[src/rtl/disparity_axis_tx.sv]
// Output stage of the disparity pipeline: frames the {sof,disp} pixel stream as
// AXI4-Stream video (tuser=SOF, tlast=EOL) through a small first-word-fall-through FIFO.
module disparity_axis_tx #(
  parameter int IMAGE_WIDTH  = 640,
  parameter int IMAGE_HEIGHT = 480,
  parameter int FIFO_DEPTH   = 16
) (
  input  logic                          clk,
  input  logic                          rst_n,
  input  logic                          en,
  input  logic                          pixelEN,
  input  logic [8:0]                    disparity,
  output logic [7:0]                    m_axis_tdata,
  output logic                          m_axis_tvalid,
  input  logic                          m_axis_tready,
  output logic                          m_axis_tuser,
  output logic                          m_axis_tlast,
  output logic                          frame_done,
  output logic                          overflow,
  output logic                          sync_err,
  output logic [$clog2(FIFO_DEPTH):0]   fifo_level
);

  localparam int AW = $clog2(FIFO_DEPTH);
  localparam int LW = AW + 1;
  localparam int CW = (IMAGE_WIDTH  > 1) ? $clog2(IMAGE_WIDTH)  : 1;
  localparam int RW = (IMAGE_HEIGHT > 1) ? $clog2(IMAGE_HEIGHT) : 1;
  localparam logic [CW-1:0] COL_LAST = CW'(IMAGE_WIDTH - 1);
  localparam logic [RW-1:0] ROW_LAST = RW'(IMAGE_HEIGHT - 1);
  localparam logic [LW-1:0] LVL_FULL = LW'(FIFO_DEPTH);

  typedef enum logic {
    WAIT_SOF = 1'b0,
    STREAM   = 1'b1
  } state_t;

  state_t          state_q, state_d;
  logic [CW-1:0]   col_q, col_d;
  logic [RW-1:0]   row_q, row_d;
  logic [AW-1:0]   wr_ptr_q, wr_ptr_d;
  logic [AW-1:0]   rd_ptr_q, rd_ptr_d;
  logic [LW-1:0]   level_q, level_d;
  logic            frame_done_q, frame_done_d;
  logic            overflow_q, overflow_d;
  logic            sync_err_q, sync_err_d;

  logic [9:0]      fifo_mem_q [FIFO_DEPTH];

  logic            accept;
  logic            sof_in;
  logic            in_frame;
  logic [CW-1:0]   cur_col;
  logic [RW-1:0]   cur_row;
  logic            last_col;
  logic            last_row;
  logic            wr_req;
  logic            wr_en;
  logic            rd_en;
  logic            fifo_full;
  logic            fifo_empty;
  logic [9:0]      wr_entry;
  logic [9:0]      head;

  always_comb begin
    accept     = en && pixelEN;
    sof_in     = disparity[8];
    fifo_empty = (level_q == '0);
    fifo_full  = (level_q == LVL_FULL);
    rd_en      = !fifo_empty && m_axis_tready;

    // A sof beat always counts as pixel (0,0), whether it opens or restarts a frame.
    in_frame = (state_q == STREAM) || sof_in;
    cur_col  = sof_in ? '0 : col_q;
    cur_row  = sof_in ? '0 : row_q;
    last_col = (cur_col == COL_LAST);
    last_row = (cur_row == ROW_LAST);
    wr_entry = {sof_in, last_col, disparity[7:0]};

    state_d      = state_q;
    col_d        = col_q;
    row_d        = row_q;
    frame_done_d = 1'b0;
    overflow_d   = overflow_q;
    sync_err_d   = sync_err_q;
    wr_req       = 1'b0;

    if (accept && in_frame) begin
      wr_req  = 1'b1;
      state_d = STREAM;
      if ((state_q == STREAM) && sof_in && ((col_q != '0) || (row_q != '0))) begin
        sync_err_d = 1'b1;
      end
      if (last_col) begin
        col_d = '0;
        if (last_row) begin
          row_d        = '0;
          state_d      = WAIT_SOF;
          frame_done_d = 1'b1;
        end else begin
          row_d = cur_row + RW'(1);
        end
      end else begin
        col_d = cur_col + CW'(1);
        row_d = cur_row;
      end
    end

    // A beat arriving on a full FIFO may still land if the head leaves this cycle.
    wr_en = wr_req && (!fifo_full || rd_en);
    if (wr_req && !wr_en) begin
      overflow_d = 1'b1;
    end

    wr_ptr_d = wr_en ? (wr_ptr_q + AW'(1)) : wr_ptr_q;
    rd_ptr_d = rd_en ? (rd_ptr_q + AW'(1)) : rd_ptr_q;
    level_d  = level_q + LW'(wr_en) - LW'(rd_en);
  end

  always_ff @(posedge clk or negedge rst_n) begin
    if (!rst_n) begin
      state_q      <= WAIT_SOF;
      col_q        <= '0;
      row_q        <= '0;
      wr_ptr_q     <= '0;
      rd_ptr_q     <= '0;
      level_q      <= '0;
      frame_done_q <= 1'b0;
      overflow_q   <= 1'b0;
      sync_err_q   <= 1'b0;
    end else begin
      state_q      <= state_d;
      col_q        <= col_d;
      row_q        <= row_d;
      wr_ptr_q     <= wr_ptr_d;
      rd_ptr_q     <= rd_ptr_d;
      level_q      <= level_d;
      frame_done_q <= frame_done_d;
      overflow_q   <= overflow_d;
      sync_err_q   <= sync_err_d;
    end
  end

  // Storage carries no reset; validity is tracked entirely by the pointers and level.
  always_ff @(posedge clk) begin
    if (wr_en) begin
      fifo_mem_q[wr_ptr_q] <= wr_entry;
    end
  end

  always_comb begin
    head          = fifo_empty ? '0 : fifo_mem_q[rd_ptr_q];
    m_axis_tvalid = !fifo_empty;
    m_axis_tuser  = head[9];
    m_axis_tlast  = head[8];
    m_axis_tdata  = head[7:0];
    frame_done    = frame_done_q;
    overflow      = overflow_q;
    sync_err      = sync_err_q;
    fifo_level    = level_q;
  end

endmodule

[config.mk]
export PLATFORM = sky130hd
export DESIGN_NAME = disparity_axis_tx
export DESIGN_NICKNAME = d
export VERILOG_FILES = /design/src/rtl/disparity_axis_tx.sv
export SDC_FILE = /design/constraint.sdc
export NUM_CORES = 1
export LEC_CHECK = 0
export CORE_MARGIN = 10
export CORE_UTILIZATION = 65
export DETAILED_ROUTE_END_ITERATION = 7
export PLACE_DENSITY = 0.84
export SYNTH_ARGS = -nofsm -noshare
export SYNTH_HDL_FRONTEND = slang
export SYNTH_SLANG_ARGS = --single-unit
[constraint.sdc]
create_clock -name clk -period 8.5 [get_ports clk]
set_clock_uncertainty 0.2 [all_clocks]
set_input_delay 1.7 -clock clk [delete_from_list [all_inputs] [get_ports clk]]
set_output_delay 1.7 -clock clk [all_outputs]
set_load 0.02 [all_outputs]
After elaboration in Yosys (flattened, before gate mapping)

Memory sizes are Yosys's and may differ from the RTL's.
Cells that the tools add are included.

Word-level logic and storage cells: 50
Output and inout port bits: 19
Input port bits: 14
Register bits: 36
RAM bits: 160
Memories: 1

Reductions and logical operators: 17
Add/sub/neg operators: 6
Equality and inequality tests: 3
Multiplexer cells: 14

Memory list:

| memory     | depth | bits a word | rd ports | clocked after Yosys merged registers in | wr ports | line | RTL |
|---|---|---|---|---|---|---|---|
| fifo_mem_q | 16    | 10          | 1        | 0                                       | 1        | 47   | `logic [9:0] fifo_mem_q [FIFO_DEPTH];` |

Operators with widths:

| kind                    | number |
|---|---|
| $mux W10                | 3 |
| $mux W9                 | 3 |
| $add A10 B1 Y10 const B | 1 |
| $eq A10 B10 Y1 const B  | 1 |
| $reduce_bool A10 Y1     | 1 |
| $add A9 B1 Y9 const B   | 1 |
| $eq A9 B9 Y1 const B    | 1 |
| $reduce_bool A9 Y1      | 1 |
| $add A4 B1 Y4 const B   | 2 |
| $mux W1                 | 8 |
| $logic_and A1 B1 Y1     | 7 |
| $add A5 B1 Y5           | 1 |
| $eq A5 B5 Y1 const B    | 1 |
| $logic_not A5 Y1        | 1 |
| $sub A5 B1 Y5           | 1 |
| $logic_not A1 Y1        | 3 |
| $logic_or A1 B1 Y1      | 3 |
| $reduce_and A2 Y1       | 1 |

Longest topological paths before layout

Depth after elaboration: 7
Depth in mapped cells: 14
Mapped depth without buffers: 14

Worst setup path before layout

No wires, ideal clock.

Kind: input to register
Start: input pixelEN
End: register level_q[4], in the netlist fifo_level[4]
Stages: 12
Setup slack: 4.674 ns
Required time: 8.220 ns
Data arrival time: 3.547 ns
Buffers on the path: 0
Path through: o211ai_1 > a31oi_2 > inv_1 > ha_1 > inv_1 > ha_1 > inv_1 > fa_1 > inv_1 > a21oi_1 > o21bai_1 > xnor2_1

Longest elaborated chain between the ends: 6

Ends and longest elaborated chain:

| what                   | line | RTL |
|---|---|---|
| start: declaration     | 11   | `input logic pixelEN,` |
| $logic_and A1 B1 Y1    | 65   | `accept = en && pixelEN;` |
| $logic_and A1 B1 Y1    | 87   | `if (accept && in_frame) begin` |
| $mux W1                | 87   |  |
| $logic_and A1 B1 Y1    | 109  | `wr_en = wr_req && (!fifo_full \|\| rd_en);` |
| $add A5 B1 Y5          | 116  | `level_d = level_q + LW'(wr_en) - LW'(rd_en);` |
| $sub A5 B1 Y5          | 116  |  |
| net level_d[4]         | 42   | `logic [LW-1:0] level_q, level_d;` |
| end signal: assignment | 136  | `level_q <= level_d;` |
| end: declaration       | 42   |  |

The timed path passes the listed nets, and every way through them passes these cells.
A chain may end at the register's enable or synchronous reset.

Worst setup path in the final report

Start: register rd_ptr_q[0]
End: output m_axis_tlast

Longest elaborated chain between the ends: 2

Ends and longest elaborated chain:

| what                     | line | RTL |
|---|---|---|
| start: declaration       | 41   | `logic [AW-1:0] rd_ptr_q, rd_ptr_d;` |
| start signal: assignment | 135  | `rd_ptr_q <= rd_ptr_d;` |
| $mem_v2 Z16 W10          | -    |  |
| $mux W10                 | 151  | `head = fifo_empty ? '0 : fifo_mem_q[rd_ptr_q];` |
| end: declaration         | 17   | `output logic m_axis_tlast,` |

No other way between the ends.

==> flow_metrics.env <==
export IMPL_synth_async_reset_ratio_pct=18.4
export IMPL_cap_viol_max_count=0
export IMPL_p_leak_nw=3.21
export IMPL_yosysWarningCount=0
export IMPL_synth_seq_area_share_pct=69.7
export IMPL_pin_count=33
export IMPL_yosysTopAreaCellShare_pct=58.7
export IMPL_cts_setup_buffers=0
export IMPL_syn_avg_cell_area_sq_um=17.4
export IMPL_detailroute_via_count=4504
export IMPL_gr_usage_all_layers_pct=20.5
export IMPL_worstHoldStart="sync_err"
export IMPL_routed_wl_um=17100
export IMPL_status="finished, final reports clean"
export IMPL_tritoncts_sink_count=196
export IMPL_grt_antenna_before_repair=0
export IMPL_worst_ep_required_time_ns=6.60
export IMPL_antennaDiodeCount=0
export IMPL_row_count=40
export IMPL_antenna_left=0
export IMPL_fin_tns_setup_ns=0
export IMPL_die_width_um=132
export IMPL_ctsHtreeMaxLevel=4
export IMPL_max_slew_margin_pct=28.4
export IMPL_layout_cells_most_common_list="160 x edfxtp_1, 40 x mux4_2, 35 x dfrtp_1"
export IMPL_grt_overflow_total=0
export IMPL_grt_setup_unrepaired="false"
export IMPL_synth_seq_cells=196
export IMPL_synth_area_top_cells="edfxtp_1 59%, dfrtp_1 11%, mux4_2 11%, ha_1 2.0%, a22o_1 1.4%"
export IMPL_timing_critical_path_from_type="flop"
export IMPL_synthDistinctLibCells=55
export IMPL_rr_startpoint="state_q"
export IMPL_clock_pin_slew_on_the_worst_setup_and_hold_paths_ns=0.07
export IMPL_cts_hold_buf=0
export IMPL_whs_endpoint="sync_err"
export IMPL_synthesis_nets=498
export IMPL_synth_area_sq_um=8190
export IMPL_max_clock_path_buffers=2
export IMPL_r2r_slack_ns=5.38
export IMPL_hold_path_class="reg -> reg"
export IMPL_floorplan_die_area_sq_um=17500
export IMPL_hold_worst_slack_ns=0.259
export IMPL_port_buffers=32
export IMPL_detail_route_wl_per_cell_um=24.9
export IMPL_final_common_cell="edfxtp_1"
export IMPL_timing_final_crit_share_pct=62.0
export IMPL_synth_edff_count=160
export IMPL_post_route_cells_drive_above_1_share_pct=17.5
export IMPL_holdPathStages=1
export IMPL_drt_iter0_drc=702
export IMPL_final_min_clock_period_ns=5.27
export IMPL_first_global_vias=4584
export IMPL_synth_ff_type="edfxtp_1"
export IMPL_tightest_slew_ns=1.07
export IMPL_detailedPlacementHpwl_um=10200
export IMPL_drc=0
export IMPL_slew_viol_final=0
export IMPL_globalplace_congestion=0.808
export IMPL_synthDominantAreaCellType="edfxtp_1"
export IMPL_type_of_the_setup_path_with_the_least_slack="reg -> out"
export IMPL_die_h_um=132
export IMPL_tritoncts_num_buffers=17
export IMPL_peak_vdd_ir_v=0.000254
export IMPL_grt_pass1_wl_um=27400
export IMPL_viasPerCell=6.56
export IMPL_grt_start_max_net_pins=44
export IMPL_cp_max_fo=36
export IMPL_cts_root_buf="clkbuf_16"
export IMPL_final_net_count=534
export IMPL_power_per_cell_area_nw_per_um2=320
export IMPL_r2r_cell_count=12
export IMPL_max_clock_freq_ghz=0.190
export IMPL_finalSetupViolCount=0
export IMPL_worstSetupEndpointType="primary output"
export IMPL_fp_coreArea_sq_um=12200
export IMPL_cts_resized=0
export IMPL_area_growth_syn_to_layout_pct=13.3
export IMPL_hold_violations=0
export IMPL_final_core_util_pct=76.3
export IMPL_rr_endpoint="fifo_level[4]"
export IMPL_synth_cells=470
export IMPL_clkLatencyLatePin_ns=0.43
export IMPL_drt_pass1_iter_count=6
export IMPL_cp_data_arrival_time_ns=3.37
export IMPL_initial_core_util_pct=67.3
export IMPL_tritoncts_clock_tree="built"
==> logic make-up after synthesis <==
| kind of cell | after synthesis | synth area share [%] |
|---|---|---|
| AND/OR/NAND/NOR | 103 | 7.17 |
| flip-flops | 196 | 69.7 |
| multiplexers | 42 | 11.3 |
| AO/OA/AOI/OAI | 62 | 5.81 |
| buffers and inverters | 40 | 2.46 |
| XOR/XNOR | 13 | 1.39 |
| adder cells (fa/ha/maj) | 14 | 2.23 |
==> routing by layer <==
layer | up-vias | GRT usage, % | part of all wire (%)
met5 | - | 0 | 0
met4 | 0 | 8.01 | 2.0
met3 | 31 | 5.22 | 8.7
met2 | 254 | 31.6 | 49
met1 | 2270 | 27.6 | 40
li1 | 1949 | - | -
==> sequential cells by signal, indices dropped and copies added (netlist names) <==
signal and count:
fifo_mem_q 160, fifo_level 5, sync_err 1, col_q 10, overflow 1, frame_done 1
wr_ptr_q 4, row_q 9, state_q 1, rd_ptr_q 4
==> worst max path at each step <==
stage	cells after the start	slack, ns	endpoint	startpoint
2_1_floorplan	12	4.67	fifo_level[4]	pixelEN
3_3_place_gp	14	3.37	fifo_level[4]	disparity[8]
3_5_place_dp	14	3.24	fifo_level[4]	disparity[8]
4_1_cts	5	3.20	m_axis_tlast	rd_ptr_q[0]
5_1_grt	5	3.07	m_axis_tlast	rd_ptr_q[0]
6_report	5	3.23	m_axis_tlast	rd_ptr_q[0]
==> area by class of cell <==
class                      instances  area (sq um)
clock inverter                    13           206
inverter                          18          68.8
multi-input combinational        234          2280
sequential                       196          5710
fill                             706          2890
tap                              168           210
clock buffer                      19           433
timing repair buffer              39           368
==> power breakdown <==
part           switching, mW  internal [mW]  leakage [nW]
registers             0.0842           1.12          1.90
clock network          0.342          0.522         0.307
logic                  0.468          0.431          1.00
==> through the flow <==
stage	instances	instance area, sq um	setup slack (ns)	total power, mW
2_1_floorplan	470	8190	4.67	1.81
3_3_place_gp	655	8640	3.37	2.08
3_5_place_dp	655	8640	3.24	2.11
4_1_cts	687	9280	3.20	2.98
5_1_grt	687	9280	3.07	3.09
6_report	687	9280	3.23	2.97
==> cells in the mapped netlist (2+ instances only) <==
master and number:
mux2_2 2, a31oi_1 4, nand3_1 11, buf_2 6, nor4_1 6, nand2_1 25
buf_4 3, edfxtp_1 160, and3_1 3, o31ai_1 3, a22o_1 13, nor3b_1 2
o21bai_1 2, a21oi_1 6, a21o_1 2, nor2b_1 5, dfrtp_1 36, nor2_1 17
xor2_1 5, mux4_2 40, clkbuf_1 9, a211o_1 2, or4_1 2, inv_1 16
xnor2_1 8, a221o_1 10, nand2b_1 4, buf_6 2, nand4b_1 2, and4b_1 3
nand4_1 7, o21ai_0 11, o211ai_1 2, ha_1 13, nor3_1 8
==> critical path: stages (launching register included) <==
cell	delay (ns)
dfrtp_2	0.52
buf_4	0.62
mux4_2	0.63
a22o_1	0.30
a221o_1	0.29
clkdlybuf4s50_1	0.55
No activity file was read; power rests on OpenSTA's default activity.
